===== config.mk =====
export PLATFORM = sky130hd
export DESIGN_NAME = pipe_free_multicycle_control
export DESIGN_NICKNAME = d
export VERILOG_FILES = /design/src/rtl/pipe_free_multicycle_control_pkg.sv /design/src/rtl/pipe_free_multicycle_control_instr_class_decode.sv /design/src/rtl/pipe_free_multicycle_control.sv
export SDC_FILE = /design/constraint.sdc
export NUM_CORES = 1
export LEC_CHECK = 0
export ABC_AREA = 1
export BUFFER_PORTS_ARGS = -buffer_cell sky130_fd_sc_hd__clkbuf_2
export CAP_MARGIN = 25
export CORE_UTILIZATION = 45
export CTS_CLUSTER_DIAMETER = 100
export DETAILED_ROUTE_END_ITERATION = 6
export GPL_TIMING_DRIVEN = 0
export PLACE_DENSITY_LB_ADDON = 0.25
export SLEW_MARGIN = 20
export SYNTH_ARGS = -nofsm -noshare
export SYNTH_HDL_FRONTEND = slang
export SYNTH_SLANG_ARGS = --single-unit

===== constraint.sdc =====
create_clock -name i_clk -period 3.5 [get_ports i_clk]
set_input_delay 0.525 -clock i_clk [delete_from_list [all_inputs] [get_ports i_clk]]
set_output_delay 0.525 -clock i_clk [all_outputs]
set_load 0.03 [all_outputs]

===== src/rtl/pipe_free_multicycle_control_pkg.sv =====
// Shared definitions for the multicycle control block: control-bit indices,
// opcode/func constants, FSM state encoding and instruction classes.
// Optional feature macro: MC_HALT_DETECT_EN (opcode 6'b111111 becomes HALT).
package pipe_free_multicycle_control_pkg;

    // Width of the decoded control vector (the decode table is 18 bits wide)
    localparam int CTRL_W = 18;

    // Control-bit positions inside the decoded vector
    localparam int REG_WRITE    = 0;
    localparam int SHIFT_SRC    = 1;
    localparam int REG_DST      = 2;
    localparam int MEM_READ     = 3;
    localparam int MEM_WRITE    = 4;
    localparam int BRANCH_EQ    = 5;
    localparam int BRANCH_NE    = 6;
    localparam int ALU_UNSIGNED = 7;
    localparam int ZERO_EXT     = 8;
    localparam int ALU_SRC_IMM  = 9;
    localparam int ALU_OP0      = 10;
    localparam int ALU_OP1      = 11;
    localparam int ALU_OP2      = 12;
    localparam int MEM_TO_REG   = 13;
    localparam int LINK         = 14;
    localparam int JUMP_REG     = 15;
    localparam int JUMP_IMM     = 16;
    localparam int JUMP_OR_B    = 17;

    // Opcodes (instr[31:26])
    localparam logic [5:0] OP_RTYPE = 6'h00;
    localparam logic [5:0] OP_J     = 6'h02;
    localparam logic [5:0] OP_JAL   = 6'h03;
    localparam logic [5:0] OP_BEQ   = 6'h04;
    localparam logic [5:0] OP_BNE   = 6'h05;
    localparam logic [5:0] OP_ADDI  = 6'h08;
    localparam logic [5:0] OP_ADDIU = 6'h09;
    localparam logic [5:0] OP_SLTI  = 6'h0A;
    localparam logic [5:0] OP_SLTIU = 6'h0B;
    localparam logic [5:0] OP_ANDI  = 6'h0C;
    localparam logic [5:0] OP_ORI   = 6'h0D;
    localparam logic [5:0] OP_XORI  = 6'h0E;
    localparam logic [5:0] OP_LUI   = 6'h0F;
    localparam logic [5:0] OP_LW    = 6'h23;
    localparam logic [5:0] OP_SW    = 6'h2B;
    localparam logic [5:0] OP_HALT  = 6'h3F;

    // Function fields for R-type (instr[5:0])
    localparam logic [5:0] FN_SLL   = 6'h00;
    localparam logic [5:0] FN_SRL   = 6'h02;
    localparam logic [5:0] FN_SRA   = 6'h03;
    localparam logic [5:0] FN_JR    = 6'h08;
    localparam logic [5:0] FN_JALR  = 6'h09;
    localparam logic [5:0] FN_ADD   = 6'h20;
    localparam logic [5:0] FN_ADDU  = 6'h21;
    localparam logic [5:0] FN_SUB   = 6'h22;
    localparam logic [5:0] FN_SUBU  = 6'h23;
    localparam logic [5:0] FN_AND   = 6'h24;
    localparam logic [5:0] FN_OR    = 6'h25;
    localparam logic [5:0] FN_XOR   = 6'h26;
    localparam logic [5:0] FN_NOR   = 6'h27;
    localparam logic [5:0] FN_SLT   = 6'h2A;
    localparam logic [5:0] FN_SLTU  = 6'h2B;

    typedef logic [CTRL_W-1:0] ctrl_vec_t;

    typedef enum logic [2:0] {
        ST_FETCH  = 3'd0,
        ST_DECODE = 3'd1,
        ST_EXEC   = 3'd2,
        ST_MEM    = 3'd3,
        ST_WB     = 3'd4,
        ST_HALT   = 3'd5
    } state_e;

    typedef enum logic [2:0] {
        CLS_ALU     = 3'd0,
        CLS_LOAD    = 3'd1,
        CLS_STORE   = 3'd2,
        CLS_BRANCH  = 3'd3,
        CLS_ILLEGAL = 3'd4,
        CLS_HALT    = 3'd5
    } instr_class_e;

    // One-hot control bit at position idx
    function automatic ctrl_vec_t cb(input int idx);
        return ctrl_vec_t'(1) << idx;
    endfunction

    // Place a 3-bit ALU operation code into the ALU_OP field
    function automatic ctrl_vec_t alu_op(input logic [2:0] op);
        return ctrl_vec_t'(op) << ALU_OP0;
    endfunction

    // Expose the latched vector only in EXEC/MEM/WB; register write is held
    // back until WB and memory strobes are confined to MEM.
    function automatic ctrl_vec_t gate_control(input state_e st, input ctrl_vec_t v);
        ctrl_vec_t g;
        g = v;
        case (st)
            ST_EXEC, ST_MEM, ST_WB: begin
                if (st != ST_WB) begin
                    g[REG_WRITE] = 1'b0;
                end
                if (st != ST_MEM) begin
                    g[MEM_READ]  = 1'b0;
                    g[MEM_WRITE] = 1'b0;
                end
            end
            default: g = '0;
        endcase
        return g;
    endfunction

endpackage


===== src/rtl/pipe_free_multicycle_control_instr_class_decode.sv =====
// Combinational decode of {opcode, func} into the 18-bit control vector and
// the instruction class that steers the multicycle FSM.
// Optional feature macro: MC_HALT_DETECT_EN (opcode 6'b111111 decodes as HALT).
module instr_class_decode
    import pipe_free_multicycle_control_pkg::*;
#(
    parameter int OP_SIZE   = 6,
    parameter int FUNC_SIZE = 6
) (
    input  logic [OP_SIZE-1:0]   i_opcode,
    input  logic [FUNC_SIZE-1:0] i_func,
    output ctrl_vec_t            o_vec,
    output instr_class_e         o_class
);

    // Common encodings shared by several table rows
    localparam ctrl_vec_t R_ALU = cb(REG_WRITE) | cb(REG_DST) | alu_op(3'b111);
    localparam ctrl_vec_t I_ALU = cb(REG_WRITE) | cb(ALU_SRC_IMM);
    localparam ctrl_vec_t MEM_ADDR = cb(ALU_SRC_IMM) | alu_op(3'b001);

    logic [5:0] op6;
    logic [5:0] fn6;

    assign op6 = 6'(i_opcode);
    assign fn6 = 6'(i_func);

    // Decode table; anything not listed is an illegal instruction
    always_comb begin
        o_vec   = '0;
        o_class = CLS_ILLEGAL;
        case (op6)
            OP_RTYPE: begin
                case (fn6)
                    FN_ADD, FN_SUB, FN_AND, FN_OR, FN_XOR, FN_NOR, FN_SLT: begin
                        o_vec   = R_ALU;
                        o_class = CLS_ALU;
                    end
                    FN_ADDU, FN_SUBU, FN_SLTU: begin
                        o_vec   = R_ALU | cb(ALU_UNSIGNED);
                        o_class = CLS_ALU;
                    end
                    FN_SLL, FN_SRL, FN_SRA: begin
                        o_vec   = R_ALU | cb(SHIFT_SRC);
                        o_class = CLS_ALU;
                    end
                    FN_JR: begin
                        o_vec   = cb(JUMP_REG) | cb(JUMP_OR_B);
                        o_class = CLS_BRANCH;
                    end
                    FN_JALR: begin
                        // Link-writing jump needs the WB cycle
                        o_vec   = cb(REG_WRITE) | cb(REG_DST) | cb(LINK)
                                | cb(JUMP_REG) | cb(JUMP_OR_B);
                        o_class = CLS_ALU;
                    end
                    default: ;
                endcase
            end
            OP_J: begin
                o_vec   = cb(JUMP_IMM) | cb(JUMP_OR_B);
                o_class = CLS_BRANCH;
            end
            OP_JAL: begin
                o_vec   = cb(REG_WRITE) | cb(LINK) | cb(JUMP_IMM) | cb(JUMP_OR_B);
                o_class = CLS_ALU;
            end
            OP_BEQ: begin
                o_vec   = cb(BRANCH_EQ) | alu_op(3'b010) | cb(JUMP_OR_B);
                o_class = CLS_BRANCH;
            end
            OP_BNE: begin
                o_vec   = cb(BRANCH_NE) | alu_op(3'b010) | cb(JUMP_OR_B);
                o_class = CLS_BRANCH;
            end
            OP_ADDI: begin
                o_vec   = I_ALU | alu_op(3'b001);
                o_class = CLS_ALU;
            end
            OP_ADDIU: begin
                o_vec   = I_ALU | alu_op(3'b001) | cb(ALU_UNSIGNED);
                o_class = CLS_ALU;
            end
            OP_SLTI: begin
                o_vec   = I_ALU | alu_op(3'b011);
                o_class = CLS_ALU;
            end
            OP_SLTIU: begin
                o_vec   = I_ALU | alu_op(3'b011) | cb(ALU_UNSIGNED);
                o_class = CLS_ALU;
            end
            OP_ANDI: begin
                o_vec   = I_ALU | alu_op(3'b100) | cb(ZERO_EXT);
                o_class = CLS_ALU;
            end
            OP_ORI: begin
                o_vec   = I_ALU | alu_op(3'b101) | cb(ZERO_EXT);
                o_class = CLS_ALU;
            end
            OP_XORI: begin
                o_vec   = I_ALU | alu_op(3'b110) | cb(ZERO_EXT);
                o_class = CLS_ALU;
            end
            OP_LUI: begin
                // ALU op 000 passes the zero-extended immediate shifted up
                o_vec   = I_ALU | alu_op(3'b000) | cb(ZERO_EXT);
                o_class = CLS_ALU;
            end
            OP_LW: begin
                o_vec   = MEM_ADDR | cb(REG_WRITE) | cb(MEM_READ) | cb(MEM_TO_REG);
                o_class = CLS_LOAD;
            end
            OP_SW: begin
                o_vec   = MEM_ADDR | cb(MEM_WRITE);
                o_class = CLS_STORE;
            end
`ifdef MC_HALT_DETECT_EN
            OP_HALT: begin
                o_vec   = '0;
                o_class = CLS_HALT;
            end
`endif
            default: ;
        endcase
    end

endmodule


===== src/rtl/pipe_free_multicycle_control.sv =====
// Multicycle control FSM: fetch handshake, one-cycle decode into a latched
// control vector, class-dependent EXEC/MEM/WB sequencing, retire strobes and
// a wrapping retired-instruction counter.
// Optional feature macro: MC_HALT_DETECT_EN (opcode 6'b111111 retires into HALT).
module pipe_free_multicycle_control
    import pipe_free_multicycle_control_pkg::*;
#(
    parameter int CONTROL_SIZE = 18,
    parameter int OP_SIZE      = 6,
    parameter int FUNC_SIZE    = 6,
    parameter int COUNT_W      = 32
) (
    input  logic                    i_clk,
    input  logic                    i_rst_n,
    input  logic                    i_enable,
    input  logic [31:0]             i_instr,
    input  logic                    i_instr_valid,
    output logic                    o_instr_ready,
    input  logic                    i_mem_ready,
    output logic [CONTROL_SIZE-1:0] o_control,
    output logic [2:0]              o_state,
    output logic                    o_ir_write,
    output logic                    o_pc_write,
    output logic                    o_illegal,
    output logic                    o_busy,
    output logic [COUNT_W-1:0]      o_instr_count
);

    state_e                  state_q, state_d;
    logic [OP_SIZE-1:0]      op_q, op_d;
    logic [FUNC_SIZE-1:0]    func_q, func_d;
    ctrl_vec_t               vec_q, vec_d;
    instr_class_e            cls_q, cls_d;
    logic [CONTROL_SIZE-1:0] control_q, control_d;
    logic                    busy_q, busy_d;
    logic [COUNT_W-1:0]      count_q, count_d;

    ctrl_vec_t               dec_vec;
    instr_class_e            dec_class;
    logic                    handshake;
    logic                    retire;
    logic                    illegal;
    logic                    unused_instr_bits;

    // Only opcode and func are kept; register fields belong to the datapath
    assign unused_instr_bits = ^i_instr[31-OP_SIZE:FUNC_SIZE];

    instr_class_decode #(
        .OP_SIZE   (OP_SIZE),
        .FUNC_SIZE (FUNC_SIZE)
    ) u_decode (
        .i_opcode (op_q),
        .i_func   (func_q),
        .o_vec    (dec_vec),
        .o_class  (dec_class)
    );

    assign handshake = (state_q == ST_FETCH) & i_enable & i_instr_valid;

    // Next-state, retire and counter logic
    always_comb begin
        state_d = state_q;
        op_d    = op_q;
        func_d  = func_q;
        vec_d   = vec_q;
        cls_d   = cls_q;
        retire  = 1'b0;
        illegal = 1'b0;
        case (state_q)
            ST_FETCH: begin
                if (handshake) begin
                    op_d    = i_instr[31 -: OP_SIZE];
                    func_d  = i_instr[FUNC_SIZE-1:0];
                    state_d = ST_DECODE;
                end
            end
            ST_DECODE: begin
                cls_d = dec_class;
                case (dec_class)
                    CLS_ILLEGAL: begin
                        illegal = 1'b1;
                        retire  = 1'b1;
                        vec_d   = '0;
                        state_d = ST_FETCH;
                    end
`ifdef MC_HALT_DETECT_EN
                    CLS_HALT: begin
                        retire  = 1'b1;
                        vec_d   = '0;
                        state_d = ST_HALT;
                    end
`else
                    CLS_HALT: begin
                        // The decoder never reports HALT in this build
                        illegal = 1'b1;
                        retire  = 1'b1;
                        vec_d   = '0;
                        state_d = ST_FETCH;
                    end
`endif
                    default: begin
                        vec_d   = dec_vec;
                        state_d = ST_EXEC;
                    end
                endcase
            end
            ST_EXEC: begin
                case (cls_q)
                    CLS_LOAD, CLS_STORE: state_d = ST_MEM;
                    CLS_BRANCH: begin
                        retire  = 1'b1;
                        state_d = ST_FETCH;
                    end
                    default: state_d = ST_WB;
                endcase
            end
            ST_MEM: begin
                // Wait indefinitely for the data memory
                if (i_mem_ready) begin
                    if (cls_q == CLS_STORE) begin
                        retire  = 1'b1;
                        state_d = ST_FETCH;
                    end else begin
                        state_d = ST_WB;
                    end
                end
            end
            ST_WB: begin
                retire  = 1'b1;
                state_d = ST_FETCH;
            end
            ST_HALT: state_d = ST_HALT;
            default: state_d = ST_FETCH;
        endcase

        count_d = count_q + COUNT_W'(retire & ~illegal);

        // Registered outputs are computed from the state being entered
        control_d = '0;
        control_d[CTRL_W-1:0] = gate_control(state_d, vec_d);
        busy_d = (state_d != ST_FETCH) && (state_d != ST_HALT);
    end

    // FSM and output registers, cleared asynchronously by reset
    always_ff @(posedge i_clk or negedge i_rst_n) begin
        if (!i_rst_n) begin
            state_q   <= ST_FETCH;
            op_q      <= '0;
            func_q    <= '0;
            vec_q     <= '0;
            cls_q     <= CLS_ILLEGAL;
            control_q <= '0;
            busy_q    <= 1'b0;
            count_q   <= '0;
        end else begin
            state_q   <= state_d;
            op_q      <= op_d;
            func_q    <= func_d;
            vec_q     <= vec_d;
            cls_q     <= cls_d;
            control_q <= control_d;
            busy_q    <= busy_d;
            count_q   <= count_d;
        end
    end

    // Same-cycle strobes are held low while reset is asserted
    assign o_instr_ready = i_rst_n & (state_q == ST_FETCH) & i_enable;
    assign o_ir_write    = i_rst_n & handshake;
    assign o_pc_write    = i_rst_n & retire;
    assign o_illegal     = i_rst_n & illegal;

    assign o_state       = state_q;
    assign o_control     = control_q;
    assign o_busy        = busy_q;
    assign o_instr_count = count_q;

endmodule


==> impl_table.tex <==
\begin{tabular}{lr}
\hline
Metric & Value \\
\hline
\multicolumn{2}{l}{\textbf{Layout}} \\
Final Cell Area & 4810 sq um \\
Fraction of final layout cells with drive strength greater than 1 & 22.1\% \\
Synthesis-to-layout area growth & 17.2\% \\
Filler-free cell count of the finished design & 668 \\
Antenna diode count & 0 \\
Final core occ & 54.9\% \\
Number of nets in the layout & 595 \\
\multicolumn{2}{l}{\textbf{Flow run}} \\
MaxCap Viol Count & 0 \\
\multicolumn{2}{l}{\textbf{Worst setup path}} \\
Required arrival time at the worst endpoint & 3.75 ns \\
Crit. End Element & flip-flop \\
Crit Path Max Fanout & 7 \\
Critical setup path kind & flip-flop to flip-flop \\
Endpoint arrival time on the critical path & 2.94 ns \\
Category of the worst setup path launch point & flip-flop \\
\multicolumn{2}{l}{\textbf{Timing}} \\
Slew Limit Fails & 0 \\
Final Critical Period & 2.68 ns \\
Maximum clock frequency & 372 MHz \\
Final worst path period share & 76.7\% \\
Fin Setup TNS & 0 ns \\
Hold Vio Cnt, Final & 0 \\
Worst clock skew & 0.0168 ns \\
Max\_slew headroom & 53.0\% \\
Setup-failing EPs final & 0 \\
Unrepaired setup endpoints after global routing & false \\
Worst Max-Slew Pin Slew & 0.705 ns \\
\multicolumn{2}{l}{\textbf{Synth}} \\
Synth Instances & 471 \\
Distinct cell type count of the synthesized netlist & 32 \\
Post-synthesis sequential element count & 87 \\
Area of the mapped netlist & 4110 sq um \\
Main synth FF type & dfrtp\_1 \\
Number of synthesized flops with an enable pin & 0 \\
Post-synthesis area per instance & 8.72 sq um \\
Post-synthesis net count & 510 \\
Yosys warns & 0 \\
Post-synthesis sequential area ratio & 53.0\% \\
Share of synthesized flip-flops with an asynchronous set or reset & 100\% \\
\multicolumn{2}{l}{\textbf{Pwr}} \\
VDD IR-drop max & 328 uV \\
Areal power density over the cells & 597 nW/um\^{}2 \\
Comb power frac & 30.6\% \\
Switching component of the power & 0.00110 W \\
Leak Pwr & 2.63 nW \\
Relative contribution of the clock network to total power & 23.4\% \\
Cell internal pwr & 0.00177 W \\
Sequential Power Share & 46.0\% \\
Switching part of the total & 38.3\% \\
\multicolumn{2}{l}{\textbf{Global routing}} \\
Maximum number of pins on one net before global-route repair & 90 \\
Vias in the first global route & 3203 \\
Routing usage on met2 & 29.2\% \\
Met1 global-route usage & 28.6\% \\
Antenna violations before repair & 0 \\
Total overflow reported by the global router & 0 \\
First-pass GRT wire length & 15000 um \\
Layer with the highest usage after global routing & met2 \\
All-Layer GR Usage & 19.4\% \\
Met3 capacity usage during global routing & 2.81\% \\
\multicolumn{2}{l}{\textbf{Die}} \\
Initial core utilization & 46.9\% \\
Number of top-level pins & 95 \\
Number of placement rows & 34 \\
Die area & 9510 sq um \\
Chip height & 97.5 um \\
Core Box Area & 8760 sq um \\
Die W & 97.5 um \\
\multicolumn{2}{l}{\textbf{Worst hold path}} \\
Classification of the worst-slack hold path & input pin to asynchronous set/reset pin \\
\multicolumn{2}{l}{\textbf{Clocking}} \\
Clock Latency Late Sink & 0.35 ns \\
Post-CTS Setup Bufs & 0 \\
TritonCTS clock tree & built \\
Clock-pin slew on the worst setup and hold paths & 0.10 ns \\
Buffer levels on the longest clock path & 2 \\
CTS Buf Count & 9 \\
Clock root buffer master & clkbuf\_8 \\
Number of H-tree levels & 3 \\
Clock sink total & 87 \\
Total of cells resized after clock tree synthesis & 0 \\
Cts hold-fix bufs & 0 \\
\multicolumn{2}{l}{\textbf{Placed design}} \\
Total placed instance area & 4620 sq um \\
Port-buffer cells & 74 \\
Number of placed instances, taps included & 653 \\
Routability congestion estimate from global placement & 0.887 \\
DP Wirelength & 6380 um \\
\multicolumn{2}{l}{\textbf{Detailed routing}} \\
Routed wire per std cell & 12.9 um \\
Residual antenna-violating net count after detailed routing & 0 \\
DRC violation count after routing & 0 \\
DR pass1 iterations & 4 \\
Wirelength, routed & 8590 um \\
Detail-routed via count per cell & 4.86 \\
Iteration-0 DRC count of the detailed router & 205 \\
Total vias in the final route & 3249 \\
\multicolumn{2}{l}{\textbf{Run status}} \\
Result of the run & finished, final reports clean \\
\hline
\end{tabular}
-- cells by family (layout without fill, tap and decap cells) --
group                    count (synthesis)  count (layout)  share of synthesized area [%]
AND/OR/NAND/NOR                        247             247                           27.6
flip-flops                              87              87                           53.0
buffers and inverters                   68             157                           6.64
AO/OA/AOI/OAI                           34              34                           4.84
XOR/XNOR                                29              29                           6.18
multiplexers                             4               4                           1.10
adder cells (fa/ha/maj)                  2               2                          0.609
-- cell type report --
class	count	area (sq um)
Clock buffer	12	165
Fill cell	827	3950
Clock inverter	3	26.3
Timing Repair Buffer	74	379
Multi-Input combinational cell	316	1660
Buffer	7	43.8
Inverter	61	229
Tap cell	108	135
Sequential cell	87	2180
-- path summary, 6_finish.rpt --
| path | startpoint | to | depth (start not counted) | slack (ns) |
|---|---|---|---|---|
| max in group asynchronous | i_rst_n | vec_q[14] | 1 | 2.77 |
| setup / recovery | o_state[2] | o_instr_count[24] | 14 | 0.82 |
| hold / removal | i_rst_n | func_q[5] | 1 | 0.20 |
| min in group i_clk | i_instr[3] | func_q[3] | 2 | 0.40 |
| setup reg to reg | o_state[2] | o_instr_count[24] | 14 | 0.82 |
| hold reg to reg | vec_q[3] | vec_q[3] | 2 | 0.48 |
-- power by group through the flow --
stage,combinational (W),clock [W],sequential (W)
final,0.000879,0.000673,0.00132
after global placement,0.000859,0,0.00133
after global routing,0.000994,0.000727,0.00134
after detailed placement,0.000880,0,0.00134
after CTS,0.000883,0.000687,0.00132
after floorplan,0.000583,0,0.00140
-- cells in the final DEF, fill, tap and decap left out, types with 8 or more instances in the layout --
master	n
nand2_1	123
dfrtp_1	86
clkbuf_2	73
inv_1	57
nor2_1	53
nand3_1	26
xor2_1	16
o21ai_0	16
xnor2_1	13
clkbuf_8	13
nand4_1	11
a21oi_1	11
nor3_1	8
-- synthesized netlist by cell type (5+ instances only) --
| cell type | number | area share [%] |
|---|---|---|
| nand4_1 | 11 | 1.7 |
| xor2_1 | 16 | 3.4 |
| nor4_1 | 5 | 0.76 |
| nor3_1 | 8 | 0.97 |
| inv_1 | 57 | 5.2 |
| nand2_1 | 123 | 11 |
| nand3_1 | 26 | 3.2 |
| o21ai_0 | 16 | 1.9 |
| dfrtp_1 | 86 | 52 |
| xnor2_1 | 13 | 2.8 |
| nor2_1 | 53 | 4.8 |
| a21oi_1 | 11 | 1.3 |
| nor2_4 | 5 | 1.4 |
-- sequential cells by signal, summed over array words and instances, names as in the netlist --
| register | flops |
|---|---|
| cls_q | 3 |
| func_q | 6 |
| o_busy | 1 |
| o_control | 18 |
| o_instr_count | 32 |
| o_state | 3 |
| op_q | 6 |
| vec_q | 18 |
-- stage by stage --
step | hold slack, ns | total power (W) | setup WS [ns]
after floorplan | 0.229 | 0.00198 | 1.13
after global routing | 0.273 | 0.00306 | 0.475
after CTS | 0.248 | 0.00289 | 0.777
after detailed placement | 0.462 | 0.00222 | 0.783
after global placement | 0.458 | 0.00219 | 0.132
final | 0.205 | 0.00287 | 0.815
-- critical path, stage by stage, from the launching register on --
cell     delay, ns
dfrtp_1       0.49
nor3_2        0.28
nand4_1       0.16
nand2_1       0.12
ha_1          0.19
ha_1          0.24
nand3_1       0.20
inv_1         0.12
nand4_1       0.08
nor2_1        0.12
nand3_1       0.14
nor2_1        0.25
nand2_1       0.09
nand2_1       0.07
nand2_1       0.04
-- routing by layer --
layer	part of all wire, %	wire, um
met3	3.4	291
met4	1.5	130
met2	44	3810
met5	0	0
met1	51	4350
(Power assumes the default switching activity.)
